==> src/rtl/arb_pkg.sv <==
// Shared constants for the round-robin grant arbiter: FSM state encoding and
// the default geometry used by the arbiter and its bench.
package arb_pkg;

   localparam logic STATE_IDLE = 1'b0;
   localparam logic STATE_BUSY = 1'b1;

   localparam int DEF_N        = 4;
   localparam int DEF_IDX_W    = 2;
   localparam int DEF_MAX_HOLD = 8;

endpackage

==> src/rtl/rr_priority_encoder.sv <==
// Round-robin winner selection: rotate requests so ptr lands at bit 0,
// fixed-priority encode the lowest set bit, then add ptr back modulo N.
module rr_priority_encoder
   import arb_pkg::*;
#(
   parameter int N     = DEF_N,
   parameter int IDX_W = DEF_IDX_W
) (
   input  logic [N-1:0]     i_req,
   input  logic [IDX_W-1:0] i_ptr,
   output logic [IDX_W-1:0] o_win_idx,
   output logic             o_win_valid
);

   logic [2*N-1:0]   w_dbl;
   logic [N-1:0]     w_rot;
   logic [IDX_W-1:0] w_off;
   logic [IDX_W:0]   w_sum;

   // Shifting a doubled copy gives a rotate-right by ptr without variable indexing.
   assign w_dbl = {i_req, i_req} >> i_ptr;
   assign w_rot = w_dbl[N-1:0];

   always_comb begin
      w_off = '0;
      for (int i = N - 1; i >= 0; i--) begin
         if (w_rot[i]) begin
            w_off = IDX_W'(i);
         end
      end
   end

   assign w_sum = {1'b0, w_off} + {1'b0, i_ptr};

   always_comb begin
      if (w_sum >= (IDX_W + 1)'(N)) begin
         o_win_idx = IDX_W'(w_sum - (IDX_W + 1)'(N));
      end else begin
         o_win_idx = w_sum[IDX_W-1:0];
      end
   end

   assign o_win_valid = |i_req;

endmodule

==> src/rtl/rr_grant_arbiter.sv <==
// Round-robin arbiter with registered one-hot/binary grant, release on done or
// request drop, and an optional hold timeout that forces the owner off.
module rr_grant_arbiter
   import arb_pkg::*;
#(
   parameter int N        = DEF_N,
   parameter int IDX_W    = DEF_IDX_W,
   parameter int MAX_HOLD = DEF_MAX_HOLD
) (
   input  logic             i_clk,
   input  logic             i_rst,
   input  logic [N-1:0]     i_req,
   input  logic [N-1:0]     i_done,
   output logic [N-1:0]     o_grant,
   output logic [IDX_W-1:0] o_grant_idx,
   output logic             o_grant_valid,
   output logic             o_timeout
);

   localparam int HOLD_W = (MAX_HOLD > 0) ? $clog2(MAX_HOLD + 1) : 1;
   localparam logic [HOLD_W-1:0] HOLD_SAT = {HOLD_W{1'b1}};
   localparam logic [N-1:0] ONE_HOT_LSB = {{(N - 1){1'b0}}, 1'b1};

   logic              r_state;
   logic [IDX_W-1:0]  r_ptr;
   logic [HOLD_W-1:0] r_hold;
   logic [N-1:0]      r_grant;
   logic [IDX_W-1:0]  r_grant_idx;
   logic              r_grant_valid;
   logic              r_timeout;

   logic [IDX_W-1:0]  w_win_idx;
   logic              w_win_valid;
   logic              w_owner_done;
   logic              w_owner_req;
   logic              w_expire;
   logic              w_release;
   logic [IDX_W-1:0]  w_next_ptr;

   rr_priority_encoder #(
      .N     (N),
      .IDX_W (IDX_W)
   ) u_encoder (
      .i_req       (i_req),
      .i_ptr       (r_ptr),
      .o_win_idx   (w_win_idx),
      .o_win_valid (w_win_valid)
   );

   generate
      if (MAX_HOLD == 0) begin : g_no_timeout
         assign w_expire = 1'b0;
      end else begin : g_timeout
         assign w_expire = (r_hold == HOLD_W'(MAX_HOLD - 1));
      end
   endgenerate

   assign w_owner_done = i_done[r_grant_idx];
   assign w_owner_req  = i_req[r_grant_idx];
   assign w_release    = w_owner_done || !w_owner_req || w_expire;
   assign w_next_ptr   = (r_grant_idx == IDX_W'(N - 1)) ? '0 : r_grant_idx + IDX_W'(1);

   // A timeout is reported only when expiry is the sole reason the owner lost the grant.
   always_ff @(posedge i_clk or posedge i_rst) begin
      if (i_rst) begin
         r_state       <= STATE_IDLE;
         r_ptr         <= '0;
         r_hold        <= '0;
         r_grant       <= '0;
         r_grant_idx   <= '0;
         r_grant_valid <= 1'b0;
         r_timeout     <= 1'b0;
      end else begin
         r_timeout <= 1'b0;
         case (r_state)
            STATE_IDLE: begin
               if (w_win_valid) begin
                  r_grant       <= ONE_HOT_LSB << w_win_idx;
                  r_grant_idx   <= w_win_idx;
                  r_grant_valid <= 1'b1;
                  r_hold        <= '0;
                  r_state       <= STATE_BUSY;
               end
            end
            default: begin
               if (w_release) begin
                  r_grant       <= '0;
                  r_grant_idx   <= '0;
                  r_grant_valid <= 1'b0;
                  r_ptr         <= w_next_ptr;
                  r_state       <= STATE_IDLE;
                  r_timeout     <= w_expire && !w_owner_done && w_owner_req;
               end else if (r_hold != HOLD_SAT) begin
                  r_hold <= r_hold + HOLD_W'(1);
               end
            end
         endcase
      end
   end

   assign o_grant       = r_grant;
   assign o_grant_idx   = r_grant_idx;
   assign o_grant_valid = r_grant_valid;
   assign o_timeout     = r_timeout;

endmodule
==> config.mk <==
export PLATFORM = sky130hd
export DESIGN_NAME = rr_grant_arbiter
export DESIGN_NICKNAME = d
export VERILOG_FILES = /design/src/rtl/arb_pkg.sv /design/src/rtl/rr_priority_encoder.sv /design/src/rtl/rr_grant_arbiter.sv
export SDC_FILE = /design/constraint.sdc
export NUM_CORES = 1
export LEC_CHECK = 0
export ABC_AREA = 1
export CAP_MARGIN = 20
export CORE_ASPECT_RATIO = 1.1
export CORE_MARGIN = 2
export CORE_UTILIZATION = 49
export DETAILED_ROUTE_END_ITERATION = 10
export MAX_ROUTING_LAYER = met4
export PLACE_DENSITY = 0.77
export SETUP_SLACK_MARGIN = 0.3
export SLEW_MARGIN = 25
export SYNTH_ARGS = -nofsm -noshare
export SYNTH_HDL_FRONTEND = slang
export SYNTH_SLANG_ARGS = --single-unit
==> constraint.sdc <==
create_clock -name i_clk -period 2.1 [get_ports i_clk]
set_input_delay 0.42 -clock i_clk [delete_from_list [all_inputs] [get_ports i_clk]]
set_output_delay 0.42 -clock i_clk [all_outputs]
set_load 0.005 [all_outputs]
Yosys cells after proc, flatten, opt, wreduce, memory -nomap -nowiden
Cells that the tools add are included.
Word-level totals
  register bits: 15
  output and inout bits: 8
  logic and storage cells: 60
Operators by class
  add/subtract/negate cells: 4
  magnitude comparators: 2
  eq/ne operators: 6
  shift operators: 2
  muxes and demuxes: 28
  reductions and logical operators: 11
Operators with widths (count)
  $mux W4: 7
  $mux W2: 9
  $mux W1: 10
  $shr A8 B2 Y4: 1
  $add A4 B1 Y4 const B: 1
  $bmux W1 S2: 2
  $eq A4 B3 Y1 const B: 1
  $ne A2 B1 Y1 const B: 2
  $ne A4 B4 Y1 const B: 1
  $reduce_and A2 Y1: 2
  $reduce_or A4 Y1: 1
  $shl A1 B2 Y4 const A: 1
  $add A2 B2 Y3: 1
  $ge A3 B3 Y1 const B: 1
  $lt A2 B3 Y1 const B: 1
  $reduce_and A3 Y1: 1
  $add A2 B1 Y2 const B: 1
  $eq A2 B2 Y1 const B: 1
  $logic_and A1 B1 Y1: 2
  $logic_not A1 Y1: 2
  $logic_or A1 B1 Y1: 2
  $ne A2 B2 Y1 const B: 1
  $reduce_bool A2 Y1: 1
  $sub A2 B1 Y2 const B: 1

Logic depth before layout (Yosys ltp)
  depth in word-level cells: 11
  depth in mapped cells: 13
  mapped depth without buffers: 13

Cells and area by module
From an unflattened synthesis, not the netlist that was laid out.
Unflattened totals
  cells, all modules: 125
  area total of the unflattened synthesis: 923.4 sq um
Modules (own cells, without submodules)
  rr_grant_arbiter: instances 1, cells an instance 90, area an instance 755.7 sq um, sequential area each 375.4 sq um
  rr_priority_encoder: instances 1, cells an instance 35, area an instance 167.7 sq um, sequential area each 0.0 sq um

Worst setup path after synthesis
Ideal clock, no wire load.
  path type: register to register
  start: reg r_ptr[0]
  end: reg r_grant_idx[1], in the netlist o_grant_idx[1]
  data arrival time: 1.572 ns
  path slack: 0.411 ns
  stages on the path, launching flop included: 14
  buffers on the path: 0
  clock period less this slack: 1.689 ns
  cell sequence: dfrtp_1 -> inv_2 -> nand2_1 -> nand3_1 -> nand2_2 -> nand3_1 -> a21boi_0 -> ha_1 -> xor2_1 -> inv_1 -> nand3_1 -> nand2_2 -> nand2_1 -> o21ai_2
On the way
  cells in the longest elaborated chain, start to end: 10
  elaborated cells between the ends (all ways): 11
RTL lines
  start: declaration: line rr_grant_arbiter.sv:25  | logic [IDX_W-1:0] r_ptr;
  start signal: assignment: line rr_grant_arbiter.sv:90  | r_ptr <= w_next_ptr;
  $shr A8 B2 Y4: line rr_priority_encoder.sv:21  | assign w_dbl = {i_req, i_req} >> i_ptr;
  $mux W2 (4 in a row): line rr_priority_encoder.sv:27  | if (w_rot[i]) begin
  $add A2 B2 Y3 (*): line rr_priority_encoder.sv:33  | assign w_sum = {1'b0, w_off} + {1'b0, i_ptr};
  $ge A3 B3 Y1 / $sub A2 B1 Y2 (equally long branches): line rr_priority_encoder.sv:36, rr_priority_encoder.sv:37
  $mux W2 (*): line rr_priority_encoder.sv:36  | if (w_sum >= (IDX_W + 1)'(N)) begin
  $mux W2 (*): line rr_grant_arbiter.sv:77  | if (w_win_valid) begin
  $mux W2 (*): line rr_grant_arbiter.sv:75  | case (r_state)
  end signal: assignment: line rr_grant_arbiter.sv:79  | r_grant_idx <= w_win_idx;
  end: declaration: line rr_grant_arbiter.sv:28  | logic [IDX_W-1:0] r_grant_idx;
Every way passes the cells marked *; elsewhere a longest branch is shown, timed or not. The select of a mux whose other input is x is not followed.
A chain may end at the register's enable or synchronous reset.

Worst setup path after layout
Same ends and word-level chain as after synthesis.

==> impl_metrics.json <==
{
  "status": "finished, final reports clean",
  "syn_to_final_growth_pct": 47.84,
  "fmax_mhz": 553.0,
  "ys_seq_area_frac": 0.4323,
  "whs_ps": 465.3,
  "htreeDepth": 1,
  "r2r-start": "r_ptr[0]$_DFFE_PP0P_",
  "synthAdderAreaFrac": 0.04323,
  "synth-simple-area-share": 0.3775,
  "critPathMaxFanout": 5,
  "initial_core_util": 0.5380,
  "final_cell_area_um2": 1284,
  "arrival_ps": 2000,
  "fin_util": 0.7953,
  "syn-num-nets": 127,
  "antenna_found_initial": 0,
  "p_leak_nw": 0.6417,
  "die_w_um": 44.14,
  "synth.avg_cell_area_um2": 7.617,
  "setup.worst_path.start": "r_ptr[0]$_DFFE_PP0P_",
  "clk_latency_ps": 290,
  "synth_top_family_by_area": "simple AND/OR/NAND/NOR gates",
  "final_common_cell": "nand2_1",
  "core_area_um2": 1614,
  "placed_cell_area_um2": 1112,
  "finalCritPeriodShare": 0.8611,
  "root_buffer": "clkbuf_4",
  "dp_hpwl_um": 1477,
  "required_ps": 2290,
  "io_buffers": 17,
  "ys_warn_count": 0,
  "final_cell_mix": "nand2_1, clkdlybuf4s50_1, dfrtp_1",
  "grt-ovfl-total": 0,
  "setup_tns_ps": 0,
  "synth-edff-count": 0,
  "drt-pass1-iter-count": 4,
  "synth_xor_area_frac": 0.02017,
  "finClkSkew_ps": 5.305,
  "grt_max_degree": 16,
  "clkTransAtPathRegs_ps": 90,
  "fin_cells": 163,
  "async_flop_share": 1.000,
  "wl_per_cell_um": 13.97,
  "final_antenna_net_count": 0,
  "power.density_nw_per_um2": 1497,
  "routabilityCongestion": 0.7840,
  "dieArea_um2": 2125,
  "post-place-ws_ps": -181.4,
  "worst_setup_path_end_kind": "register",
  "tritoncts": "done",
  "rsz0062_at_grt": "true",
  "max-clock-path-buffers": 2,
  "boundaryPins": 18,
  "syn-cell-area_um2": 868.3,
  "groute.usage.overall": 0.2279,
  "grt_pass1_vias": 807,
  "num_vias": 872,
  "start_kind": "register",
  "drive_above_1_share": 0.3699,
  "hp-class": "in -> async",
  "diodes": 0,
  "peakVddDrop_mv": 1.074,
  "syn_inst": 114,
  "tightest_slew_ps": 552.9,
  "synth_compound_gate_area_share": 0.06340,
  "drt_iter0_drc": 10,
  "totalPowerFinal_mw": 1.922,
  "yosys_most_used_dff": "dfrtp_1",
  "die_y_um": 48.15,
  "drv_slew": 0,
  "setup_viol_count_final": 0,
  "cap_viol_max_count": 0,
  "drc": 0,
  "numCtsBuffers": 3,
  "fin_nets": 160,
  "synth.area.mux_share": 0.01153,
  "wl_um": 2277,
  "slew_headroom": 0.6310,
  "finalHoldViolCount": 0,
  "yosys_register_bits": 15,
  "fin_ws_ps": 291.6,
  "clock-sinks": 15,
  "avgViaCountPerCell": 5.350,
  "synth_cell_type_count": 19,
  "worstSetupPathType": "reg -> reg",
  "nFillCells": 108,
  "grt_pass1_wl_um": 3367,
  "fp-row-count": 15,
  "numPlacedInstances": 155,
  "period_needed_ps": 1808,
  "holdBufCountCts": 0
}
[final timing paths]
check                                             end  slack, ps  cells past startpoint
setup / recovery           o_grant_idx[1]$_DFFE_PP0P_        290                     12
hold / removal                 o_grant[3]$_DFFE_PP0P_        470                      2
setup reg to reg           o_grant_idx[1]$_DFFE_PP0P_        290                     12
hold reg to reg             o_grant_valid$_DFFE_PP0P_        500                      2
max in group asynchronous        r_ptr[1]$_DFFE_PP0P_       1240                      2
min in group i_clk          o_grant_valid$_DFFE_PP0P_        500                      2
[critical path, cell delays in order (launching register included)]
cell and delay [ps]:
dfrtp_2 470, inv_4 120, nand2_2 90, nand3_2 90, nand3_2 90, a21boi_2 130
ha_2 200, xor2_2 160, inv_1 70, nand3_2 70, nand2_4 80, nand2_2 70
o21ai_2 50
[per-layer routing]
metal  part of all wire  GRT usage  vias up  wire, um
li1                   -          -      434         -
met2               0.54     0.4235       19      1219
met3              0.039    0.03333        4        89
met5                  0          -        -         0
met1               0.41     0.2482      415       925
met4              0.019    0.09091        0        43
[what timing repair did]
| item | CTS | global route |
|---|---|---|
| resized for setup | 18 | 18 |
| setup endpoints to repair | 5 | 5 |
| pin swaps | 7 | 5 |
| buffers inserted | 3 | 1 |
[flip-flops by register name, indices dropped and copies added (netlist names)]
name / cells
o_grant_idx: 2
o_timeout: 1
r_hold: 4
o_grant: 4
r_state: 1
o_grant_valid: 1
r_ptr: 2
[synthesized netlist by cell type, drive strengths merged, types with 2 or more instances]
library cell   n  share of area
nand3b         4          0.035
xor2           2          0.020
nand3         21           0.12
inv           12          0.052
o21ai          7          0.049
ha             3          0.043
dfrtp         15           0.43
nor2           6          0.029
nand2         39           0.18
[area by class of cell]
type / instances / area (um2) / share of cell area
timing repair buffer: 28 / 251.5 / 0.1959
multi-input combinational: 87 / 558.0 / 0.4347
tap: 17 / 21.27 / 0.01657
clock inverter: 1 / 5.005 / 0.003899
inverter: 12 / 47.55 / 0.03704
sequential: 15 / 377.9 / 0.2943
clock buffer: 3 / 22.52 / 0.01754
[cell families (layout without fill, tap and decap cells)]
group,after synthesis,after routing
xor gates and xnor gates,2,2
muxes,1,1
and+or+nand+nor,72,72
adders and majority gates,3,3
AOI/OAI and AO/OA,9,9
buffers and inverters,12,44
DFF,15,15
[power breakdown]
group / switching, mW / internal (mW) / total [mW]
Clock: 0.0972 / 0.0711 / 0.168
Sequential: 0.0913 / 0.394 / 0.485
Combinational: 0.740 / 0.529 / 1.27
No activity file was read; power rests on OpenSTA's default activity.
